$ cat config.mk
export PLATFORM = sky130hd
export DESIGN_NAME = frame_sequencer
export DESIGN_NICKNAME = d
export VERILOG_FILES = /design/src/rtl/frame_sequencer.sv
export SDC_FILE = /design/constraint.sdc
export NUM_CORES = 1
export LEC_CHECK = 0
export ABC_CLOCK_PERIOD_IN_PS = 3200
export BUFFER_PORTS_ARGS = -buffer_cell sky130_fd_sc_hd__buf_2
export CORE_UTILIZATION = 59
export DETAILED_ROUTE_END_ITERATION = 10
export GPL_TIMING_DRIVEN = 0
export PLACE_DENSITY = 0.87
export SYNTH_ARGS = -nofsm -noshare
export SYNTH_HDL_FRONTEND = slang
export SYNTH_SLANG_ARGS = --single-unit
$ cat constraint.sdc
create_clock -name iCLK -period 3.2 [get_ports iCLK]
set_input_delay 0.64 -clock iCLK [delete_from_list [all_inputs] [get_ports iCLK]]
set_output_delay 0.64 -clock iCLK [all_outputs]
set_load 0.005 [all_outputs]
$ cat src/rtl/frame_sequencer.sv
// ---------------------------------------------------------------------------
// frame_sequencer
//
// Supplies the frame ID and the H/V display offsets that the SDRAM-to-VGA-FIFO
// reader uses to fetch each image. In auto mode it steps through a latched
// range of stored images and holds each one for a programmable number of VGA
// frames. In manual mode it passes a directly supplied frame ID through.
// Every output changes only at a VGA vertical-sync boundary. A boundary is a
// detected falling edge of the synchronised iVSYNC_N.
//
// Output qualification: there is no valid/ready handshake. oFRAME_TICK is a
// one-cycle strobe that marks the cycle in which oFRAME_ID and the four
// offset outputs take new values. oWRAP is only ever high together with
// oFRAME_TICK. Consumers may sample the outputs at any time; they stay stable
// between ticks.
//
// Ports
//   iCLK            SDRAM-controller clock, the single clock domain
//   iRST_N          synchronous reset, active-low
//   iENABLE         sequencing allowed (SDRAM write-done)
//   iRUN            1 = auto-sequence, 0 = manual
//   iVSYNC_N        VGA vertical sync, active-low, asynchronous to iCLK
//   iMANUAL_FRAME   frame shown in manual mode
//   iFIRST_FRAME    first frame of the sequence (inclusive)
//   iLAST_FRAME     last frame of the sequence (inclusive)
//   iDWELL          VGA frames per image; 0 is treated as 1
//   iOFFSET_*       offset signs and magnitudes, latched at boundaries
//   oFRAME_ID       frame ID for the reader
//   oOFFSET_*       latched offset signs and magnitudes
//   oFRAME_TICK     one-cycle pulse on every output update
//   oWRAP           one-cycle pulse when the sequence returns to its first frame
//   oSTATE          state monitor: 0 = IDLE, 1 = MANUAL, 2 = RUN
// ---------------------------------------------------------------------------
module frame_sequencer #(
   parameter int FRAME_BITS = 6,
   parameter int DWELL_BITS = 8
) (
   input  logic                  iCLK,
   input  logic                  iRST_N,
   input  logic                  iENABLE,
   input  logic                  iRUN,
   input  logic                  iVSYNC_N,
   input  logic [FRAME_BITS-1:0] iMANUAL_FRAME,
   input  logic [FRAME_BITS-1:0] iFIRST_FRAME,
   input  logic [FRAME_BITS-1:0] iLAST_FRAME,
   input  logic [DWELL_BITS-1:0] iDWELL,
   input  logic                  iOFFSET_H_SIGN,
   input  logic                  iOFFSET_V_SIGN,
   input  logic [7:0]            iOFFSET_H,
   input  logic [7:0]            iOFFSET_V,
   output logic [FRAME_BITS-1:0] oFRAME_ID,
   output logic                  oOFFSET_H_SIGN,
   output logic                  oOFFSET_V_SIGN,
   output logic [7:0]            oOFFSET_H,
   output logic [7:0]            oOFFSET_V,
   output logic                  oFRAME_TICK,
   output logic                  oWRAP,
   output logic [1:0]            oSTATE
);

   typedef enum logic [1:0] {
      ST_IDLE   = 2'd0,
      ST_MANUAL = 2'd1,
      ST_RUN    = 2'd2
   } state_t;

   localparam logic [FRAME_BITS-1:0] FRAME_ONE = {{(FRAME_BITS-1){1'b0}}, 1'b1};
   localparam logic [DWELL_BITS-1:0] DWELL_ONE = {{(DWELL_BITS-1){1'b0}}, 1'b1};

   // ------------------------------------------------------------------------
   // Vsync synchroniser and falling-edge detector.
   // vs_s1/vs_s2 form the two-flop synchroniser, vs_s3 is the delayed copy
   // for edge detection. The detected edge is registered once more so the
   // sequencer acts three edges after stage 1 first captures the low level.
   // Reset value is 1 (sync inactive) so releasing reset never fakes an edge.
   // ------------------------------------------------------------------------
   logic vs_s1;
   logic vs_s2;
   logic vs_s3;
   logic boundary;

   always_ff @(posedge iCLK) begin
      if (!iRST_N) begin
         vs_s1    <= 1'b1;
         vs_s2    <= 1'b1;
         vs_s3    <= 1'b1;
         boundary <= 1'b0;
      end else begin
         vs_s1    <= iVSYNC_N;
         vs_s2    <= vs_s1;
         vs_s3    <= vs_s2;
         boundary <= vs_s3 & ~vs_s2;
      end
   end

   // ------------------------------------------------------------------------
   // Sequencer state
   // ------------------------------------------------------------------------
   state_t                state;
   logic [FRAME_BITS-1:0] first_q;
   logic [FRAME_BITS-1:0] last_q;
   logic [DWELL_BITS-1:0] dwell_q;
   logic [FRAME_BITS-1:0] cur;
   logic [DWELL_BITS-1:0] cnt;
   logic                  primed;

   // Advancing from the last frame, or from any frame of an inverted
   // (last < first) range, goes back to the first frame. Because of this
   // cur only increments while cur < last, so cur + 1 cannot overflow.
   logic                  wrap_now;
   logic [FRAME_BITS-1:0] cur_inc;
   logic [DWELL_BITS-1:0] dwell_eff;

   always_comb begin
      wrap_now  = (cur == last_q) || (last_q < first_q);
      cur_inc   = cur + FRAME_ONE;
      dwell_eff = (iDWELL == '0) ? DWELL_ONE : iDWELL;
   end

   assign oSTATE = state;

   // Single sequencer process. A state change and a boundary in the same
   // cycle: the state change wins and the boundary is dropped entirely.
   always_ff @(posedge iCLK) begin
      if (!iRST_N) begin
         state          <= ST_IDLE;
         first_q        <= '0;
         last_q         <= '0;
         dwell_q        <= '0;
         cur            <= '0;
         cnt            <= '0;
         primed         <= 1'b0;
         oFRAME_ID      <= '0;
         oOFFSET_H_SIGN <= 1'b0;
         oOFFSET_V_SIGN <= 1'b0;
         oOFFSET_H      <= '0;
         oOFFSET_V      <= '0;
         oFRAME_TICK    <= 1'b0;
         oWRAP          <= 1'b0;
      end else begin
         oFRAME_TICK <= 1'b0;
         oWRAP       <= 1'b0;

         case (state)
            ST_IDLE: begin
               // Boundaries are ignored; outputs hold their last values.
               if (iENABLE) begin
                  if (iRUN) begin
                     state   <= ST_RUN;
                     first_q <= iFIRST_FRAME;
                     last_q  <= iLAST_FRAME;
                     dwell_q <= dwell_eff;
                     cur     <= iFIRST_FRAME;
                     cnt     <= '0;
                     primed  <= 1'b0;
                  end else begin
                     state <= ST_MANUAL;
                  end
               end
            end

            ST_MANUAL: begin
               if (!iENABLE) begin
                  state <= ST_IDLE;
               end else if (iRUN) begin
                  state   <= ST_RUN;
                  first_q <= iFIRST_FRAME;
                  last_q  <= iLAST_FRAME;
                  dwell_q <= dwell_eff;
                  cur     <= iFIRST_FRAME;
                  cnt     <= '0;
                  primed  <= 1'b0;
               end else if (boundary) begin
                  oFRAME_ID      <= iMANUAL_FRAME;
                  oOFFSET_H_SIGN <= iOFFSET_H_SIGN;
                  oOFFSET_V_SIGN <= iOFFSET_V_SIGN;
                  oOFFSET_H      <= iOFFSET_H;
                  oOFFSET_V      <= iOFFSET_V;
                  oFRAME_TICK    <= 1'b1;
               end
            end

            ST_RUN: begin
               if (!iENABLE) begin
                  state <= ST_IDLE;
               end else if (!iRUN) begin
                  state <= ST_MANUAL;
               end else if (boundary) begin
                  oOFFSET_H_SIGN <= iOFFSET_H_SIGN;
                  oOFFSET_V_SIGN <= iOFFSET_V_SIGN;
                  oOFFSET_H      <= iOFFSET_H;
                  oOFFSET_V      <= iOFFSET_V;
                  oFRAME_TICK    <= 1'b1;
                  if (!primed) begin
                     // First boundary after entry shows the first frame and
                     // starts its dwell.
                     oFRAME_ID <= first_q;
                     cnt       <= DWELL_ONE;
                     primed    <= 1'b1;
                  end else if (cnt < dwell_q) begin
                     // Still dwelling: cnt never exceeds dwell_q, so it
                     // saturates naturally at the largest dwell.
                     cnt       <= cnt + DWELL_ONE;
                     oFRAME_ID <= cur;
                  end else begin
                     cnt <= DWELL_ONE;
                     if (wrap_now) begin
                        cur       <= first_q;
                        oFRAME_ID <= first_q;
                        oWRAP     <= 1'b1;
                     end else begin
                        cur       <= cur_inc;
                        oFRAME_ID <= cur_inc;
                     end
                  end
               end
            end

            default: begin
               state <= ST_IDLE;
            end
         endcase
      end
   end

endmodule

==> results.md <==
- Status: finished, violations left
- Failing checks: DRC
- RSZ-0062 raised after global routing: false
- Port Buffers: 75
- Highest-count cells in the layout ignoring fill and taps: 84 x buf_2, 67 x dfxtp_1, 56 x nand2_1, 24 x nor2b_1, 23 x o21ai_0
- Post-Syn Area: 0.00358 sq mm
- Setup TNS: 0 ns
- Post-route setup slack: 0.718 ns
- # DRC: 1
- Vias: 3488
- DRT Pass-1 Iters: 8
- DRT antenna net count: 0
- Crit path time final: 2.48 ns
- Critical path fanouts, max: 10
- Vias in the first global route: 3140
- Peak Freq: 0.403 GHz
- Vias/cell: 5.92
- Hold depth: 1
- Sequential element share of the synthesized area: 0.375
- Hpwl dp: 6610 um
- Commonest non-fill, non-tap cell in the layout: buf_2
- Layout cells sized above 1: 0.206
- First-pass GRT wire length: approximately 15000 um
- CTS H-tree depth: 3
- Num CTS Buffers: 9
- Yosys warning total: 0
- Grt total ovfl: 0
- Clock latency at the later pin of the worst-skew pair: roughly 0.35 ns
- Ports: 77
- Pre-CTS setup slack: 0.761 ns
- Post-Route WL: 9260 um
- Placer Congestion: 0.911
- FF+latch count, synth: 67
- Gr usage total: 0.299
- ANT cells: 0
- Async SR Flop Fraction: 0
- Pwr/cell area: 506 mW/mm^2
- Xor/xnor share of the synthesized area: 0.0318
- Adder-Cell Fraction of Synth Area: 0.0629
- Startpoint types: register
- TritonCTS clock tree: done
- Largest family of logic cells by synthesized area: compound AO/OA/AOI/OAI gates
- Final hold vios: 0
- Worst setup EP type: register
- Largest cells by area after synthesis: dfxtp_1 37%, ha_1 6.3%, mux2i_1 5.9%
- Die width: between 70 and 80 um
- CP arrival: roughly 2.8 ns
- Least-Margin Pin Slew: 0.746 ns
- Largest net degree at the start of global routing: 12
- Fillcell total: 467
- Syn_nets: 490
- Hold-fix buffers at CTS: 0
- Clock transition at the registers of the reported paths: 0.07 ns
- Post-Syn Instances: between 400 and 500
- Clk root buf: clkbuf_8
- Syn Area/Cell: 8.46 sq um
- Initial Util: 0.608
- Nets: 576
- Share of the synthesized area in the top cell type: 0.375
- Worst IR Drop VDD: 0.381 mV
- Worst Setup Path Type: register to register
- FP Rows: 28
- Required @ worst endpoint: approximately 3.5 ns
- Die area: roughly 0.0064 sq mm
- Ys flop type: dfxtp_1
- Initial antenna violation count: 0
- Area leader, netlist: dfxtp_1
- R2r worst-path depth: 7
- Maxcap violations: 0
- Core Area: 0.00589 sq mm
- CTS max path bufs: 2
- Post-synthesis simple-gate area fraction: 0.205
- Die H: between 70 and 80 um
- P&R area growth vs syn: 19.1%
- Relative slew margins: 0.499
- Wirelength per Cell: 15.7 um
- Clock skew: just over 0.009 ns
- Final period util: 0.776
- Starting DRC count in detailed routing: between 400 and 500
- Final Max Slew Viols: 0
- Leakage power: about 1.9 nW
- Complex-gate fraction of the synthesized area: 0.208
- Setup Fix Bufs, Post-CTS: 0
- EDFF count, synth: 0
- Final setup violation count: 0
- Mux cell area share after synthesis: 0.0587
- Hold Path Class: register to register
- Number of distinct library cells after synthesis: 51
- Post-cts sizing count: 0
- CTS sink cnt: 67
-- flip-flops by register name, summed over array words and instances (netlist names) --
name and cells:
boundary 1, cnt 8, cur 6, dwell_q 8, first_q 6, last_q 6
oFRAME_ID 6, oFRAME_TICK 1, oOFFSET_H 8, oOFFSET_H_SIGN 1, oOFFSET_V 8, oOFFSET_V_SIGN 1
oSTATE 2, oWRAP 1, primed 1, vs_s1 1, vs_s2 1, vs_s3 1
-- layout make-up --
type	count	area [sq um]	area share
repair buffers	75	375	0.0881
clock inverters	3	45.0	0.0106
well taps	75	93.8	0.0220
plain buffers	28	131	0.0308
inverters	21	78.8	0.0185
flip-flops and latches	67	1340	0.315
multi-input cells	307	2030	0.476
clock buffers	13	169	0.0396
-- stage by stage --
stage	instance area (sq um)	hold slack, ns	util	cells	power, mW
2_1_floorplan	3580	0.386	-	423	1.26
3_3_place_gp	4050	0.396	0.688	573	1.39
3_5_place_dp	4050	0.404	0.688	573	1.41
4_1_cts	4260	0.422	0.724	589	2.14
5_1_grt	4260	0.437	0.724	589	2.24
6_report	4260	0.418	0.724	589	2.16
-- per-layer routing --
metal | up-vias | track usage | share of wire
met2 | 161 | 0.485 | 0.46
met5 | - | 0 | 0
met4 | 0 | 0.123 | 0.022
li1 | 1661 | - | -
met1 | 1642 | 0.392 | 0.44
met3 | 24 | 0.0503 | 0.075
-- critical path: stages (launching register included) --
cell	delay [ns]
dfxtp_1	0.50
ha_1	0.20
clkbuf_1	0.25
clkbuf_1	0.43
nand2_1	0.25
a2111oi_0	0.46
a41oi_1	0.09
a41oi_1	0.21
-- final timing paths --
check	start	end	slack, ns
min	vs_s1	vs_s2	0.42
min reg2reg	vs_s1	vs_s2	0.42
max reg2reg	oSTATE[1]	oFRAME_ID[0]	0.72
max	oSTATE[1]	oFRAME_ID[0]	0.72
-- cells in the mapped netlist (all sizes together), types with 2 or more instances --
master / n
a41oi: 6
a2111oi: 2
clkbuf: 17
xnor2: 2
a31oi: 10
nor2b: 24
mux2i: 21
nand2: 56
o21a: 3
nor3: 3
nand3: 11
nor2: 17
a221oi: 3
inv: 21
o211ai: 4
buf: 11
nor4: 3
ha: 18
dfxtp: 67
a211o: 5
o21ai: 25
a21oi: 13
nand2b: 9
nand4: 9
a21boi: 20
and2: 3
a21o: 5
and3: 7
xor2: 11
a211oi: 2
-- cell families (layout without fill, tap and decap cells) --
kind of cell | Yosys count | in the layout
and+or+nand+nor | 146 | 146
AOI/OAI and AO/OA | 109 | 109
DFF | 67 | 67
buffers and inverters | 49 | 140
muxes | 21 | 21
adders and majority gates | 18 | 18
xor gates and xnor gates | 13 | 13
-- power by group --
| part | leakage [nW] | switching (mW) | internal, mW |
|---|---|---|---|
| sequential | 0.544 | 0.0388 | 0.869 |
| combinational | 1.27 | 0.306 | 0.198 |
| clock | 0.102 | 0.322 | 0.424 |
| total | 1.91 | 0.667 | 1.49 |
Power figures use the tool's default switching activity.
